<file path="config.mk">
export PLATFORM = sky130hd
export DESIGN_NAME = encoder4x2_sync_flat
export DESIGN_NICKNAME = d
export VERILOG_FILES = /design/src/rtl/encoder_pkg.sv /design/src/rtl/encoder4x2_sync_if.sv /design/src/rtl/code_stabilizer.sv /design/src/rtl/encoder4x2_sync.sv /design/src/flat_wrapper.sv
export SDC_FILE = /design/constraint.sdc
export NUM_CORES = 1
export LEC_CHECK = 0
export CORE_ASPECT_RATIO = 1.25
export CORE_MARGIN = 1
export CORE_UTILIZATION = 41
export CTS_CLUSTER_DIAMETER = 150
export CTS_CLUSTER_SIZE = 16
export DETAILED_ROUTE_END_ITERATION = 12
export GPL_TIMING_DRIVEN = 0
export SLEW_MARGIN = 10
export SYNTH_ARGS = -nofsm -noshare
export SYNTH_HDL_FRONTEND = slang
export SYNTH_SLANG_ARGS = --single-unit
</file>
<file path="constraint.sdc">
create_clock -name clk -period 5.3 [get_ports clk]
set_input_delay 1.06 -clock clk [delete_from_list [all_inputs] [get_ports clk]]
set_output_delay 1.06 -clock clk [all_outputs]
set_load 0.01 [all_outputs]
</file>
<file path="src/rtl/encoder_pkg.sv">
// Shared types, code constants and decode helper for the registered 4-to-2 encoder.
// Optional feature macro used by this block: ENCODER_ERR_COUNT_EN (invalid-code counter).
package encoder_pkg;

  typedef enum logic [1:0] {
    IDLE,
    TRACK,
    PRESENT,
    WAIT_CHG
  } state_t;

  // Normalised (one-hot) codes, leftmost bit first; index is the position of the set bit.
  localparam logic [0:3] CODE_0 = 4'b1000;
  localparam logic [0:3] CODE_1 = 4'b0100;
  localparam logic [0:3] CODE_2 = 4'b0010;
  localparam logic [0:3] CODE_3 = 4'b0001;

  // Returns {valid, idx}; anything that is not exactly one set bit is invalid.
  function automatic logic [2:0] onehot_to_idx(input logic [0:3] v);
    logic [2:0] res;
    case (v)
      CODE_0:  res = {1'b1, 2'd0};
      CODE_1:  res = {1'b1, 2'd1};
      CODE_2:  res = {1'b1, 2'd2};
      CODE_3:  res = {1'b1, 2'd3};
      default: res = 3'b000;
    endcase
    return res;
  endfunction

endpackage

</file>
<file path="src/rtl/encoder4x2_sync_if.sv">
// Code input / handshake bundle for encoder4x2_sync.
// err_count and its width parameter exist only when ENCODER_ERR_COUNT_EN is defined.
interface encoder4x2_sync_if
`ifdef ENCODER_ERR_COUNT_EN
  #(parameter int unsigned ERRCNT_W = 8)
`endif
  ;

  logic       enable;     // active-high disable
  logic       p;          // 0 = one-hot, 1 = one-cold
  logic [0:3] y;          // y[0] is the leftmost bit
  logic [1:0] a_out;
  logic       out_valid;
  logic       out_ready;
  logic       code_err;
`ifdef ENCODER_ERR_COUNT_EN
  logic [ERRCNT_W-1:0] err_count;
`endif

  // Encoder side
  modport master (
    input  enable,
    input  p,
    input  y,
    input  out_ready,
    output a_out,
    output out_valid,
`ifdef ENCODER_ERR_COUNT_EN
    output err_count,
`endif
    output code_err
  );

  // Code source / consumer side
  modport slave (
    output enable,
    output p,
    output y,
    output out_ready,
    input  a_out,
    input  out_valid,
`ifdef ENCODER_ERR_COUNT_EN
    input  err_count,
`endif
    input  code_err
  );

endinterface

</file>
<file path="src/rtl/code_stabilizer.sv">
// Tracks the previous normalised code and how many consecutive identical samples were seen.
// stable_o flags that one more identical sample completes the required run.
module code_stabilizer #(
  parameter int unsigned STABLE_CYCLES = 4
) (
  input  logic       clk_i,
  input  logic       reset_i,
  input  logic [0:3] v_i,
  input  logic       load_i,    // restart run from the current sample
  input  logic       count_i,   // extend run, or restart if the sample differs
  input  logic       clear_i,   // zero the run length
  output logic       stable_o,
  output logic       changed_o
);

  localparam int unsigned CntW = $clog2(STABLE_CYCLES + 1);

  logic [0:3]      v_prev_q, v_prev_d;
  logic [CntW-1:0] cnt_q, cnt_d;

  assign changed_o = (v_i != v_prev_q);
  assign stable_o  = !changed_o && (cnt_q == CntW'(STABLE_CYCLES - 1));

  // Next run state; count saturates so a held code never wraps.
  always_comb begin
    v_prev_d = v_prev_q;
    cnt_d    = cnt_q;
    if (clear_i) begin
      cnt_d = '0;
    end else if (load_i || (count_i && changed_o)) begin
      v_prev_d = v_i;
      cnt_d    = CntW'(1);
    end else if (count_i && (cnt_q < CntW'(STABLE_CYCLES))) begin
      cnt_d = cnt_q + CntW'(1);
    end
  end

  // Run state registers with synchronous reset.
  always_ff @(posedge clk_i) begin
    if (reset_i) begin
      v_prev_q <= '0;
      cnt_q    <= '0;
    end else begin
      v_prev_q <= v_prev_d;
      cnt_q    <= cnt_d;
    end
  end

endmodule

</file>
<file path="src/rtl/encoder4x2_sync.sv">
// Registered 4-to-2 encoder: debounces a one-hot/one-cold code, presents its index on a
// valid/ready handshake and pulses code_err for stable invalid codes.
// ENCODER_ERR_COUNT_EN adds a saturating invalid-code counter (err_count).
module encoder4x2_sync
  import encoder_pkg::*;
#(
  parameter int unsigned STABLE_CYCLES = 4
`ifdef ENCODER_ERR_COUNT_EN
  , parameter int unsigned ERRCNT_W = 8
`endif
) (
  input logic                clk,
  input logic                reset,
  encoder4x2_sync_if.master  bus
);

  logic [0:3] v;
  logic [2:0] dec;
  logic       dec_valid;
  logic [1:0] dec_idx;

  state_t     state_q, state_d;
  logic [1:0] a_out_q, a_out_d;
  logic       out_valid_q, out_valid_d;
  logic       code_err_q, code_err_d;

  logic       stb_load, stb_count, stb_clear;
  logic       stable, changed;

  assign v         = bus.p ? ~bus.y : bus.y;
  assign dec       = onehot_to_idx(v);
  assign dec_valid = dec[2];
  assign dec_idx   = dec[1:0];

  code_stabilizer #(
    .STABLE_CYCLES(STABLE_CYCLES)
  ) u_stab (
    .clk_i    (clk),
    .reset_i  (reset),
    .v_i      (v),
    .load_i   (stb_load),
    .count_i  (stb_count),
    .clear_i  (stb_clear),
    .stable_o (stable),
    .changed_o(changed)
  );

  // State register.
  always_ff @(posedge clk) begin
    if (reset) state_q <= IDLE;
    else       state_q <= state_d;
  end

  // Next-state logic; enable (a disable) forces IDLE from any state.
  always_comb begin
    state_d = state_q;
    if (bus.enable) begin
      state_d = IDLE;
    end else begin
      unique case (state_q)
        IDLE:     state_d = TRACK;
        TRACK:    if (stable) state_d = dec_valid ? PRESENT : WAIT_CHG;
        PRESENT:  if (bus.out_ready) state_d = WAIT_CHG;
        WAIT_CHG: if (changed) state_d = TRACK;
        default:  state_d = IDLE;
      endcase
    end
  end

  // Output register next values and stabilizer commands.
  always_comb begin
    a_out_d     = a_out_q;
    out_valid_d = out_valid_q;
    code_err_d  = 1'b0;
    stb_load    = 1'b0;
    stb_count   = 1'b0;
    stb_clear   = 1'b0;
    if (bus.enable) begin
      // Pending output is dropped; a_out keeps its last value.
      out_valid_d = 1'b0;
      stb_clear   = 1'b1;
    end else begin
      unique case (state_q)
        IDLE: begin
          stb_load = 1'b1;
        end
        TRACK: begin
          stb_count = 1'b1;
          if (stable) begin
            if (dec_valid) begin
              a_out_d     = dec_idx;
              out_valid_d = 1'b1;
            end else begin
              code_err_d = 1'b1;
            end
          end
        end
        PRESENT: begin
          if (bus.out_ready) out_valid_d = 1'b0;
        end
        WAIT_CHG: begin
          stb_load = changed;
        end
        default: begin
          out_valid_d = 1'b0;
        end
      endcase
    end
  end

  // Output registers.
  always_ff @(posedge clk) begin
    if (reset) begin
      a_out_q     <= 2'b00;
      out_valid_q <= 1'b0;
      code_err_q  <= 1'b0;
    end else begin
      a_out_q     <= a_out_d;
      out_valid_q <= out_valid_d;
      code_err_q  <= code_err_d;
    end
  end

  assign bus.a_out     = a_out_q;
  assign bus.out_valid = out_valid_q;
  assign bus.code_err  = code_err_q;

`ifdef ENCODER_ERR_COUNT_EN
  logic [ERRCNT_W-1:0] err_count_q, err_count_d;

  // Counts alongside the code_err pulse, saturating at all-ones.
  always_comb begin
    err_count_d = err_count_q;
    if (code_err_d && (err_count_q != '1)) err_count_d = err_count_q + ERRCNT_W'(1);
  end

  // Error counter register; only reset clears it.
  always_ff @(posedge clk) begin
    if (reset) err_count_q <= '0;
    else       err_count_q <= err_count_d;
  end

  assign bus.err_count = err_count_q;
`endif

endmodule

</file>
<file path="src/flat_wrapper.sv">
// flat-port wrapper written by rule: the top's interface ports become plain ports
module encoder4x2_sync_flat import encoder_pkg::*;
#(
  parameter int unsigned STABLE_CYCLES = 4

)
  (clk, reset, bus_enable, bus_p, bus_y, bus_out_ready, bus_a_out, bus_out_valid, bus_code_err);
  encoder4x2_sync_if bus_i ();
  input logic clk;
  input logic reset;
  input wire logic [$bits(bus_i.enable)-1:0] bus_enable;
  input wire logic [$bits(bus_i.p)-1:0] bus_p;
  input wire logic [$bits(bus_i.y)-1:0] bus_y;
  input wire logic [$bits(bus_i.out_ready)-1:0] bus_out_ready;
  output wire logic [$bits(bus_i.a_out)-1:0] bus_a_out;
  output wire logic [$bits(bus_i.out_valid)-1:0] bus_out_valid;
  output wire logic [$bits(bus_i.code_err)-1:0] bus_code_err;
  assign bus_i.enable = bus_enable;
  assign bus_i.p = bus_p;
  assign bus_i.y = bus_y;
  assign bus_i.out_ready = bus_out_ready;
  assign bus_a_out = bus_i.a_out;
  assign bus_out_valid = bus_i.out_valid;
  assign bus_code_err = bus_i.code_err;
  encoder4x2_sync #(.STABLE_CYCLES(STABLE_CYCLES)) u_core (.clk(clk), .reset(reset), .bus(bus_i));
endmodule
</file>
# ---- Yosys cells after proc, flatten, opt, wreduce, memory -nomap -nowiden
# Cells that the tools add are included.
dict set report word_totals {
  reg_bits 13
  latchBits 0
  ram_bits 0
  mem_bits_ro 0
  wordCells 62
  memories 0
}
dict set report op_classes {
  n_addsub 1
  mul 0
  n_div 0
  n_lt_le_gt_ge 1
  eq_ne 13
  shifts 0
  n_mux 19
  bitwise_logic 5
  reduce_logical 16
}
# operator count
set op_table {}
lappend op_table {{case mux 3 bit (4 select lines)} 1}
lappend op_table {{2-to-1 mux 1 bit} 11}
lappend op_table {{case mux 2 bit (4 select lines)} 1}
lappend op_table {{AND reduction 4 bit} 2}
lappend op_table {{2-to-1 mux 2 bit} 3}
lappend op_table {{!= test 2 x 1 -> 1 bit (second input constant)} 3}
lappend op_table {{== test 2 bit (second input constant)} 2}
lappend op_table {{== test 4 x 1 -> 1 bit (second input constant)} 1}
lappend op_table {{== test 4 x 2 -> 1 bit (second input constant)} 1}
lappend op_table {{== test 4 x 3 -> 1 bit (second input constant)} 1}
lappend op_table {{== test 4 bit (second input constant)} 1}
lappend op_table {{2-to-1 mux 4 bit} 1}
lappend op_table {{!= test 4 bit} 1}
lappend op_table {{NOT 1 bit} 4}
lappend op_table {{NOT 4 bit} 1}
lappend op_table {{case mux 1 bit (2 select lines)} 2}
lappend op_table {{nonzero test 2 bit} 2}
lappend op_table {{OR reduction 2 bit} 2}
lappend op_table {{OR reduction 4 bit} 1}
lappend op_table {{adder 3 x 1 -> 3 bit (second input constant)} 1}
lappend op_table {{== test 3 x 2 -> 1 bit (second input constant)} 1}
lappend op_table {{logical AND 1 bit} 3}
lappend op_table {{less-than comparator 3 bit (second input constant)} 1}
lappend op_table {{AND reduction 3 bit} 1}
lappend op_table {{other kinds (7)} 7}

# ---- Longest topological paths before layout
# Gate-level depths: netlist of run 1.
dict set report depth {
  word_depth 7
  mapped_depth 7
}

# ---- By module
# From an unflattened synthesis of run 1, not the netlist that was laid out.
dict set report unflattened {
  hier_cells 110
  hier_area_um2 982.2
}
# module n_inst cells_each area_per_inst_um2 seq_area_each_um2
set modules_own_cells {}
lappend modules_own_cells {encoder4x2_sync 1 65 550.5 120.1}
lappend modules_own_cells {code_stabilizer 1 45 431.7 140.1}

# ---- Least setup slack after synthesis of run 1
# No wires, ideal clock.
dict set report synth_timing {
  path_type {input to register}
  start {in bus_y[2]}
  end {reg u_core.u_stab.v_prev_q[0] (netlist name)}
  arrival_ns 2.459
  t_required_ns 5.179
  setup_slack_ns 2.720
  stages 6
  n_path_buf 1
  path_cell_list {buf_6 -> xnor2_1 -> nor4_4 -> mux2_4 -> o31a_4 -> mux2_4}
}
dict set report synth_between {
  elab_chain_cells 7
  word_cells_on_any_way 8
}
# element line_no
set synth_lines {}
lappend synth_lines {{start: declaration} flat_wrapper.sv:13} ;# input wire logic [$bits(bus_i.y)-1:0] bus_y;
lappend synth_lines {{NOT 4 bit} encoder4x2_sync.sv:30} ;# assign v = bus.p ? ~bus.y : bus.y;
lappend synth_lines {{2-to-1 mux 4 bit *} encoder4x2_sync.sv:30}
lappend synth_lines {{!= test 4 bit *} code_stabilizer.sv:21} ;# assign changed_o = (v_i != v_prev_q);
lappend synth_lines {{case mux 1 bit (2 select lines)} encoder4x2_sync.sv:83} ;# unique case (state_q)
lappend synth_lines {{2-to-1 mux 1 bit} encoder4x2_sync.sv:78} ;# if (bus.enable) begin
lappend synth_lines {{logical OR 1 bit *} code_stabilizer.sv:30} ;# end else if (load_i || (count_i && changed_o)) begin
lappend synth_lines {{AND reduction 2 bit (no line) *} n/a}
lappend synth_lines {{end signal: assignment} code_stabilizer.sv:44} ;# v_prev_q <= v_prev_d;
lappend synth_lines {{end: declaration} code_stabilizer.sv:18} ;# logic [0:3] v_prev_q, v_prev_d;
# Mark *: on every way between the ends. The rest lies on a longest branch, timed or not.
# A chain may end at the register's enable or synchronous reset.

# ---- Worst setup path after layout of run 1
dict set report layout_timing {
  start {in bus_p}
  end {reg u_core.state_q[0]}
}
dict set report layout_between {
  elab_chain_cells 6
  word_cells_on_any_way 15
}
# element line_no
set layout_lines {}
lappend layout_lines {{start: declaration} flat_wrapper.sv:12} ;# input wire logic [$bits(bus_i.p)-1:0] bus_p;
lappend layout_lines {{2-to-1 mux 4 bit *} encoder4x2_sync.sv:30}
lappend layout_lines {{== test 4 x 1 -> 1 bit, or another cell as far along} encoder_pkg.sv:21} ;# case (v)
lappend layout_lines {{case mux 3 bit (4 select lines) / logical NOT 1 bit (equally long branches)} {encoder_pkg.sv:21, code_stabilizer.sv:22}}
lappend layout_lines {{2-to-1 mux 1 bit / logical AND 1 bit (equally long branches)} {encoder4x2_sync.sv:62, code_stabilizer.sv:22}}
lappend layout_lines {{2-to-1 mux 2 bit / != test 2 x 1 -> 1 bit (equally long branches)} n/a}
lappend layout_lines {{case mux 2 bit (4 select lines) / AND reduction 3 bit (equally long branches)} n/a}
lappend layout_lines {{end signal: assignment} encoder4x2_sync.sv:51} ;# else state_q <= state_d;
lappend layout_lines {{end: declaration} encoder4x2_sync.sv:22} ;# state_t state_q, state_d;
# Mark *: on every way between the ends. The rest lies on a longest branch, timed or not. The select of a mux whose other input is x is not followed.

==> summary.txt, run 1 <==
Outcome
  • Status: completed

Logic synthesis
  • Mapped Avg Cell Area: 9.58 sq um
  • Number of synthesized flops with an enable pin: 0
  • Primary FF master, synth: dfxtp_1
  • Top cells by area, synth: dfxtp_1 (26%), ha_1 (7.5%), mux2_4 (7.5%)
  • Synth Register Bits: 13
  • Sequential fraction of the synthesis area: 25.9%
  • Post-synth top area share: 25.9%
  • Synth Instances: 105
  • Leading area contributor after synthesis: dfxtp_1
  • Synth Net Count: 120
  • Cell variety after synth: 37
  • Most instantiated library cell after synthesis: dfxtp_1
  • Top cells by count, synth: dfxtp_1 (13), inv_1 (8), nor2_1 (7), xnor2_1 (7), ha_1 (6)
  • Async S/R FF share, synth: 0%
  • Synthesized area: 1010 sq um
  • Ys Warns: 0

Clocking
  • CTS tree: built
  • Hold_buf cts: 0
  • Clk buf depth: 2
  • Post_cts resized: 0
  • Clk slew on worst S/H paths: 80 ps
  • CTS H-tree lvls: 1
  • Clock root buffer: clkbuf_4
  • Clk sink count: 13
  • Total CTS buffers: 3
  • Clock latency on the worst-skew pair: 270 ps
  • Number of post-CTS setup repair buffers: 0

Finish
  • Util after Layout: 51.0%
  • Area Growth Syn to Fin: 14.4%
  • Nets: 133
  • Antenna cells: 0
  • Share of cells above drive strength 1: 23.1%
  • Fin cells: around 150
  • Final Cell Area: 1150 sq um
  • Fill cell count: around 220

Die
  • CORE AREA: 2260 sq um
  • Die area: around 2700 sq um
  • Rows: 19
  • Die Width: 46.3 um
  • IO Pins: 13
  • Initial Util: 44.5%
  • Die Ht: 57.4 um

Timing
  • Max-slew headroom at the worst pin: 64.4%
  • Final Max Tran Viols: 0
  • Upper clock frequency limit: 366 MHz
  • Clock Skew: 2.89 ps
  • RSZ-0062 raised after global routing: no
  • Setup TNS: 0 ps
  • Post-route worst setup slack: 2570 ps
  • Measured slew at the worst slew-check pin: roughly 530 ps
  • Final setup fails: 0
  • Final count of hold timing violations: 0
  • Minimum clock period: 2730 ps
  • Final period util: around half

Power and ir drop
  • Seq pwr share: 44.4%
  • Pwr dens: 213 nW/um^2
  • Switching power share of the total: 29.6%
  • Clk pwr share: 24.9%
  • Sw Pwr: 72.4 uW
  • Worst IR Drop VDD: 0.117 mV
  • Pint: roughly 170 uW
  • Comb pwr share: 30.6%
  • Lkg Pwr: 0.000485 uW

Setup path
  • Critical Path Fanout Max: 10
  • Arr. time, crit path: 2940 ps
  • CP Class: in -> reg
  • Max stage delay on crit path: 530 ps
  • Req. time, crit path: about 5500 ps
  • Crit-path cells: clkdlybuf4s50_1 -> buf_2 -> nor3_1 -> o21ai_0 -> nand3_1 -> a311o_1 -> mux2i_1
  • Crit start category: input port
  • Worst Setup End Kind: flip-flop
  • Critical Path Slowest Stage Cell: clkdlybuf4s50_1

Placement
  • Pre-CTS WS: 2300 ps
  • Gp weighted congestion: between 0.7 and 0.8
  • # port buffers: 8
  • Placed inst area: 1120 sq um
  • Cell Count Post-Placement: 144
  • DP HPWL: 1420 um

Drt
  • Pre-antenna DRT Iters: 4
  • Top Metal Used: met4
  • Final wirelength: 1760 um
  • DR WL met3: 40 um
  • Met1 Routed Length: approximately 770 um
  • DRT iter0 DRCs: 11
  • DRC: 0
  • WL met2: roughly 940 um
  • Routed Antenna Nets: 0
  • Via-to-Cell Ratio: about 5.2
  • Via count: 770
  • Avg WL per Cell: 11.9 um

Global route
  • Overflow after GRT: 0
  • Largest net degree at the start of global routing: 11
  • Initial antenna violation count: 0
  • Vias in the first global route: 747
  • GRT Total Usage: roughly 16%
  • Global-route wire length before repair: 3060 um

Worst hold path
  • Hold crit path type: reg -> reg

Flow run
  • # Max-Cap Violations: 0
## metal layers
metal	up-vias	global-route usage, %
li1	393	-
met1	361	17.9
met2	14	27.0
met3	2	1.90
met4	0	7.56
met5	-	0
## flip-flops by register name, summed over array words and instances, names as in the netlist
signal                  count
u_core.u_stab.v_prev_q      4
u_core.bus.out_valid        1
u_core.u_stab.cnt_q         3
u_core.bus.code_err         1
u_core.bus.a_out            2
u_core.state_q              2
## power groups by stage
stage | Combinational (uW) | Clock [uW] | Sequential (uW)
2_1_floorplan | 60.6 | 0 | 110
3_3_place_gp | 74.4 | 0 | 111
3_5_place_dp | 75.3 | 0 | 111
4_1_cts | 75.9 | 64.7 | 109
5_1_grt | 82.1 | 69.7 | 110
6_report | 75.0 | 61.0 | 109
## logic make-up (layout without fill, tap and decap cells)
family,after synthesis,in the layout,share of synthesized area [%]
buffers and inverters,14,26,9.08
xor gates and xnor gates,12,12,11.9
and+or+nand+nor,34,34,20.4
DFF,13,13,25.9
AOI/OAI and AO/OA,18,18,14.7
muxes,8,8,10.6
adders and majority gates,6,6,7.46
## area by class of cell
cell class	count	area, sq um	area share, %
clock buffer	4	26.3	2.28
inverter	8	30.0	2.61
buffer	6	61.3	5.33
multi-input combinational	78	654	56.8
tap	31	38.8	3.37
timing repair buffer	8	80.1	6.96
sequential	13	260	22.6
## final timing paths
kind | cells after the start | from | slack (ps) | endpoint
max | 7 | bus_p | 2570 | u_core.state_q[0]
min | 2 | u_core.bus.a_out[0] | 500 | u_core.bus.a_out[0]
max reg2reg | 5 | u_core.u_stab.v_prev_q[1] | 3440 | u_core.u_stab.v_prev_q[1]
min reg2reg | 2 | u_core.bus.a_out[0] | 500 | u_core.bus.a_out[0]
## placed cells by master, fill, tap and decap left out, types with 4 or more instances in the layout
cell / instances
dfxtp_1: 13
inv_1: 8
clkdlybuf4s50_1: 8
xnor2_1: 7
nor2_1: 7
ha_1: 6
buf_6: 5
nor3_1: 5
o21ai_0: 5
nand2_1: 5
mux2_4: 5
and3_2: 4
and2b_1: 4
## critical path: cells and delay by family
| family | cells | cell delay, ps |
|---|---|---|
| AOI/OAI and AO/OA | 2 | 680 |
| buffers and inverters | 2 | 800 |
| muxes | 1 | 120 |
| and+or+nand+nor | 2 | 280 |
## metrics by stage
step | hold WS (ps) | power (uW)
after floorplan | 468 | 171
final | 497 | 245
after global routing | 527 | 261
after detailed placement | 491 | 187
after CTS | 504 | 250
after global placement | 463 | 185
(Power assumes the default switching activity.)
==> run 2: changes to the inputs <==
clock period = 2.3 ns   (was 5.3 ns; I/O delays follow)
==> run 2 against run 1 <==
- register-to-register slack lost 3000 ps
- clock skew about the same
- sequential cell count unchanged
- global-route usage stayed put
- final area is the same
- combinational power up 130%
- clock power rose by 130%
- critical path depth did not move
- count of clock-buffer cells in the layout is the same
- sequential share of layout area is the same
- core utilization did not move
- first-iteration DRC count stayed put
- highest routed layer unchanged
==> summary.txt, run 2 (synthesis results as in run 1) <==
Timing
  • Final setup fails: 0 (unchanged)
  • RSZ-0062 raised after global routing: no
  • Setup TNS: 0 ps (unchanged)
  • Final period util: ~90%
  • Final Max Tran Viols: 0 (unchanged)
  • Upper clock frequency limit: 491 MHz
  • Measured slew at the worst slew-check pin: 540 ps (+6.01 ps)
  • Minimum clock period: 2040 ps
  • Clock Skew: 2.74 ps (-0.152 ps)
  • Max-slew headroom at the worst pin: 64.0% (-0.40 points)
  • Final count of hold timing violations: 0 (unchanged)

Global route
  • GRT Total Usage: 15.6% (unchanged)
  • Vias in the first global route: 747 (unchanged)
  • Largest net degree at the start of global routing: 11 (unchanged)
  • Overflow after GRT: 0 (unchanged)
  • Initial antenna violation count: 0 (unchanged)
  • Global-route wire length before repair: 3060 um (unchanged)

Finish
  • Most frequent cells in the layout: dfxtp_1 (13), inv_1 (8), clkdlybuf4s50_1 (8), xnor2_1 (7), nor2_1 (7)
  • Largest regs: u_core.u_stab.v_prev_q x4, u_core.u_stab.cnt_q x3
  • Fill cell count: 224 (unchanged)
  • Nets: 133 (unchanged)
  • Sequential cell area: 260 sq um (unchanged)
  • Util after Layout: 51.0% (unchanged)
  • Biggest register: u_core.u_stab.v_prev_q
  • Area Growth Syn to Fin: 14.4% (unchanged)
  • Most common cell after layout, fill and taps aside: dfxtp_1
  • Share of cells above drive strength 1: 23.1% (unchanged)
  • Max reg flops: 4 (unchanged)
  • Antenna cells: 0 (unchanged)
  • Multi-input gate area: 654 sq um (unchanged)

Drt
  • Routed Antenna Nets: 0 (unchanged)
  • Pre-antenna DRT Iters: 5 (+1)
  • DRC: 0 (unchanged)
  • Via-to-Cell Ratio: 5.19 (-0.26%)
  • DRT iter0 DRCs: 11 (unchanged)
  • Via count: 768 (-0.26%)
  • Final wirelength: 1760 um (-0.34%)
  • Avg WL per Cell: 11.9 um (-0.34%)

Clocking
  • CTS tree: built
  • Clock latency on the worst-skew pair: 270 ps (about the same)
  • Clk buf depth: 2 (unchanged)
  • Total CTS buffers: 3 (unchanged)
  • Post_cts resized: 0 (unchanged)
  • Clk slew on worst S/H paths: 80 ps (about the same)
  • Number of post-CTS setup repair buffers: 0 (unchanged)
  • Hold_buf cts: 0 (unchanged)
  • CTS H-tree lvls: 1 (unchanged)
  • Clock root buffer: clkbuf_4
  • Clk sink count: 13 (unchanged)

Power and ir drop
  • Pwr dens: 490 nW/um^2 (+130%)
  • Worst IR Drop VDD: 0.271 mV (+130%)
  • Lkg Pwr: 0.000485 uW (about the same)

Setup path
  • Max stage delay on crit path: 530 ps (about the same)
  • Arr. time, crit path: 2240 ps (-700 ps)
  • Critical Path Slowest Stage Cell: clkdlybuf4s50_1
  • Critical Path Fanout Max: 10 (unchanged)
  • Worst Setup End Kind: flip-flop
  • Cell family with most CP delay: buffers and inverters
  • Crit start category: input port
  • CP Class: in -> reg
  • Req. time, crit path: 2510 ps (-3000 ps)
  • Crit-path cells: clkdlybuf4s50_1 -> buf_2 -> nor3_1 -> o21ai_0 -> nand3_1 -> a311o_1 -> mux2i_1
  • CP bufs+invs: 2 (unchanged)

Outcome
  • Status: completed

Flow run
  • # Max-Cap Violations: 0 (unchanged)

Die
  • Initial Util: 44.5% (unchanged)
  • Die Ht: 57.4 um (unchanged)
  • IO Pins: 13 (unchanged)
  • CORE AREA: 2260 sq um (unchanged)
  • Die Width: 46.3 um (unchanged)
  • Die area: 2660 sq um (unchanged)
  • Rows: 19 (unchanged)

Placement
  • DP HPWL: 1420 um (unchanged)
  • # port buffers: 8 (unchanged)
  • Gp weighted congestion: 0.772 (unchanged)

Worst hold path
  • Hold crit path type: reg -> reg
==> run 2: cell counts in the layout (fill, tap and decap cells not counted) <==
Identical to the previous run, type by type.
==> run 2: worst reg2reg max path, stage by stage (launching register included) <==
cell     delay, ps
dfxtp_1        320
xnor2_1        340
nor4_4         100
mux2_4         290
o31a_4         390
mux2_4         310
==> run 2: final timing paths <==
path | start | end | slack, ps | cells past startpoint
hold / removal | u_core.bus.a_out[0] | u_core.bus.a_out[0] | 500 | 2
setup reg to reg | u_core.u_stab.v_prev_q[1] | u_core.u_stab.v_prev_q[1] | 440 | 5
hold reg to reg | u_core.bus.a_out[0] | u_core.bus.a_out[0] | 500 | 2
setup / recovery | bus_p | u_core.state_q[0] | 260 | 7
==> run 2: layer usage <==
metal	wire [um]	vias to the layer above	global-route usage (%)
met5	0	-	0
met4	16	0	7.56
met3	41	2	1.90
met2	941	12	27.0
met1	759	361	17.9
li1	-	393	-
==> run 2: final cells by class <==
cell class / count / share of cell area, %
plain buffers: 6 / 5.33
clock buffers: 4 / 2.28
inverters: 8 / 2.61
multi-input cells: 78 / 56.8
flip-flops and latches: 13 / 22.6
well taps: 31 / 3.37
repair buffers: 8 / 6.96
==> run 2: power by group <==
part / internal, uW / leakage (uW) / switching, uW
Clock: 67.1 / 0.0000150 / 73.5
Combinational: 91.0 / 0.000365 / 82.0
Sequential: 239 / 0.000106 / 11.5
==> run 2: through the flow <==
| stage | hold WS (ps) | total power [uW] | worst slack (ps) | std cells | instance area [sq um] |
|---|---|---|---|---|---|
| final | 497 | 564 | 263 | 148 | 1150 |
| after global routing | 527 | 603 | 99.5 | 148 | 1150 |
| after CTS | 504 | 575 | 188 | 148 | 1150 |
| after detailed placement | 491 | 430 | -103 | 144 | 1120 |
| after global placement | 463 | 427 | -107 | 144 | 1120 |
| after floorplan | 468 | 394 | 320 | 105 | 1010 |
==> run 3: changes to the inputs <==
CORE_ASPECT_RATIO = 1.4   (was 1.25)
SLEW_MARGIN = 20   (was 10)
clock period = 1.8 ns   (was 2.3 ns; I/O delays follow)
==> run 3 against run 2 <==
- power is 35% higher
- routed wire length increased by 12%
- first-iteration DRC count decreased by 45%
- highest routed layer unchanged
- via count shrank 0.26%
- count of clock-buffer cells in the layout is the same
- critical path type is now reg -> reg
- clock power is 29% higher
- critical endpoint is now u_core.state_q[1]
- sequential power is 31% higher
- sequential share of layout area decreased by 0.74 points
- worst hold slack worse by 6.3 ps
- core utilization is 4.4 points higher
==> summary.txt, run 3 (synthesis results as in run 1) <==
Outcome
  • Status: completed

Drt
  • DRT iter0 DRCs: 6 (-5)
  • Pre-antenna DRT Iters: 4 (-1)
  • Via count: 766 (-0.26%)
  • DRC: 0 (unchanged)
  • Via-to-Cell Ratio: 5.43 (+4.7%)
  • Routed Antenna Nets: 0 (unchanged)
  • Final wirelength: 1960 um (+12%)
  • Avg WL per Cell: 13.9 um (+17%)

Worst hold path
  • Hold crit path type: in -> reg
  • Hold-critical path depth: 4 (+2)

Clocking
  • Clock root buffer: clkbuf_4
  • CTS tree: built
  • Clk buf depth: 2 (unchanged)
  • Clock latency on the worst-skew pair: 270 ps (about the same)
  • CTS H-tree lvls: 1 (unchanged)
  • Clk slew on worst S/H paths: 80 ps (about the same)
  • Clk sink count: 13 (unchanged)
  • Hold_buf cts: 0 (unchanged)
  • Total CTS buffers: 3 (unchanged)

Finish
  • Largest regs: u_core.u_stab.v_prev_q x4, u_core.u_stab.cnt_q x3
  • Fill cell count: 219 (-2.2%)
  • Area Growth Syn to Fin: 24.0%
  • Share of cells above drive strength 1: 37.0% (+14 points)
  • Nets: 135 (+1.5%)
  • Fin cells: 141 (-4.7%)
  • Most common cell after layout, fill and taps aside: inv_1
  • Biggest register: u_core.u_stab.v_prev_q
  • Antenna cells: 0 (unchanged)
  • Final Cell Area: 1250 sq um (+8.4%)
  • Max reg flops: 4 (unchanged)
  • Most frequent cells in the layout: inv_1 (8), nor2_1 (7), clkdlybuf4s50_1 (7), dfxtp_1 (7)

Power and ir drop
  • Tot Pwr: 760 uW (+35%)
  • Lkg Pwr: 0.000535 uW (+10%)
  • Worst IR Drop VDD: 0.354 mV (+31%)
  • Pwr dens: 609 nW/um^2 (+24%)

Timing
  • RSZ-0062 raised after global routing: yes
  • Final period util: 96.7%
  • Max-slew headroom at the worst pin: 71.5% (+7.5 points)
  • Measured slew at the worst slew-check pin: 427 ps (-114 ps)
  • Clock Skew: 2.83 ps (+0.0893 ps)
  • Hold Slack: 491 ps (-6.29 ps)
  • Final setup fails: 0 (unchanged)
  • Final count of hold timing violations: 0 (unchanged)
  • Minimum clock period: around 1700 ps
  • Final Max Tran Viols: 0 (unchanged)
  • Upper clock frequency limit: 575 MHz
  • Post-route worst setup slack: 59.9 ps (-204 ps)

Setup path
  • Req. time, crit path: 2000 ps (-510 ps)
  • Arr. time, crit path: 1940 ps (-300 ps)
  • CP Class: reg -> reg
  • Critical Path Slowest Stage Cell: dfxtp_4
  • Reg2reg start: u_core.u_stab.v_prev_q[3]
  • Reg2reg end: u_core.state_q[1]
  • Critical Path Fanout Max: 3 (-7)
  • Worst Setup End Kind: flip-flop
  • Start point of the critical path: u_core.u_stab.v_prev_q[3]
  • Max stage delay on crit path: 370 ps (-160 ps)
  • Crit path to: u_core.state_q[1]
  • R2r setup slk: 60 ps (-380 ps)
  • Crit-path cells: xnor2_4 -> and4_4 -> mux2_4 -> a222oi_1 -> buf_4 -> mux2i_1
  • Crit start category: flip-flop
  • Reg2reg path depth: 6 (+1)

Global route
  • Vias in the first global route: 794 (+6.3%)
  • Overflow after GRT: 0 (unchanged)
  • M1 GR Usage: 18.6% (+0.65 points)
  • Initial antenna violation count: 0 (unchanged)
  • GR peak layer: met2
  • GRT met2 Usage: 34.5% (+7.6 points)
  • Largest net degree at the start of global routing: 11 (unchanged)
  • Global-route wire length before repair: 3520 um (+15%)
  • Met3 Usage GRT: 2.68% (+0.78 points)
  • GRT Total Usage: 18.3% (+2.8 points)

Placement
  • # port buffers: 8 (unchanged)
  • Pre-CTS WS: -532 ps (-429 ps)
  • DP HPWL: 1500 um (+5.4%)
  • Cell Count Post-Placement: 135 (-6.3%)
  • Gp weighted congestion: 0.790 (+2.4%)
  • Placed inst area: 1160 sq um (+3.1%)

Die
  • Rows: 20 (+1)
  • CORE AREA: 2250 sq um (-0.28%)
  • Die Width: 43.9 um (-5.3%)
  • Initial Util: 44.7% (+0.12 points)
  • Die area: 2660 sq um (about the same)
  • Die Ht: 60.6 um (+5.6%)
  • IO Pins: 13 (unchanged)

Flow run
  • # Max-Cap Violations: 0 (unchanged)
-- run 3: cell count changes in the layout (fill, tap and decap cells not counted), sizes merged --
cell,before,now
dlymetal6s2s,0,1
clkdlybuf4s50,8,7
buf,6,8
-- run 3: timing repair --
item	4_1_cts	5_1_grt
resized for setup	6	14
pin swaps	3	7
setup endpoints to repair	9	8
gates cloned	0	0
setup buffers	1	1
-- run 3: power breakdown --
| group | internal [uW] | switching (uW) | leakage [uW] |
|---|---|---|---|
| clock | 85.9 | 95.7 | 0.0000150 |
| combinational | 138 | 112 | 0.000411 |
| sequential | 309 | 19.5 | 0.000109 |
| total | 533 | 227 | 0.000535 |
-- run 3: worst min-delay path by stage --
stage                             start                   endpoint  slack [ps]
floorplan                    bus_enable        u_core.bus.code_err         440
global placement    u_core.bus.a_out[0]        u_core.bus.a_out[0]         460
detailed placement  u_core.bus.a_out[0]        u_core.bus.a_out[0]         480
CTS                            bus_y[3]  u_core.u_stab.v_prev_q[0]         490
global route                   bus_y[3]  u_core.u_stab.v_prev_q[0]         490
finish                         bus_y[3]  u_core.u_stab.v_prev_q[0]         490
-- run 3: metal layers --
metal  wire (um)  up-vias
met1         791      354
met5           0        -
met4          53        0
li1            -      395
met2        1070       13
met3          44        4
-- run 3: critical path: cells and delay by family, from the launching register on --
family	cells	cell delay, ps
multiplexers	2	460
flip-flops	1	370
AO/OA/AOI/OAI	1	320
AND/OR/NAND/NOR	1	210
buffers and inverters	1	190
XOR/XNOR	1	130
-- run 3: stage by stage --
stage / setup TNS, ps / utilization [%]
after floorplan: -224 / -
after global placement: -3550 / 51.5
after detailed placement: -3620 / 51.5
after CTS: -24.6 / 53.4
after global routing: -92.1 / 55.4
final: 0 / 55.4
-- run 3: area by class of cell --
type	count	area [sq um]	area share (%)
multi-input combinational	78	717	57.5
sequential	13	273	21.9
timing repair buffer	10	97.6	7.82
buffer	6	76.3	6.12
inverter	8	30.0	2.41
tap	22	27.5	2.21
clock buffer	4	26.3	2.11
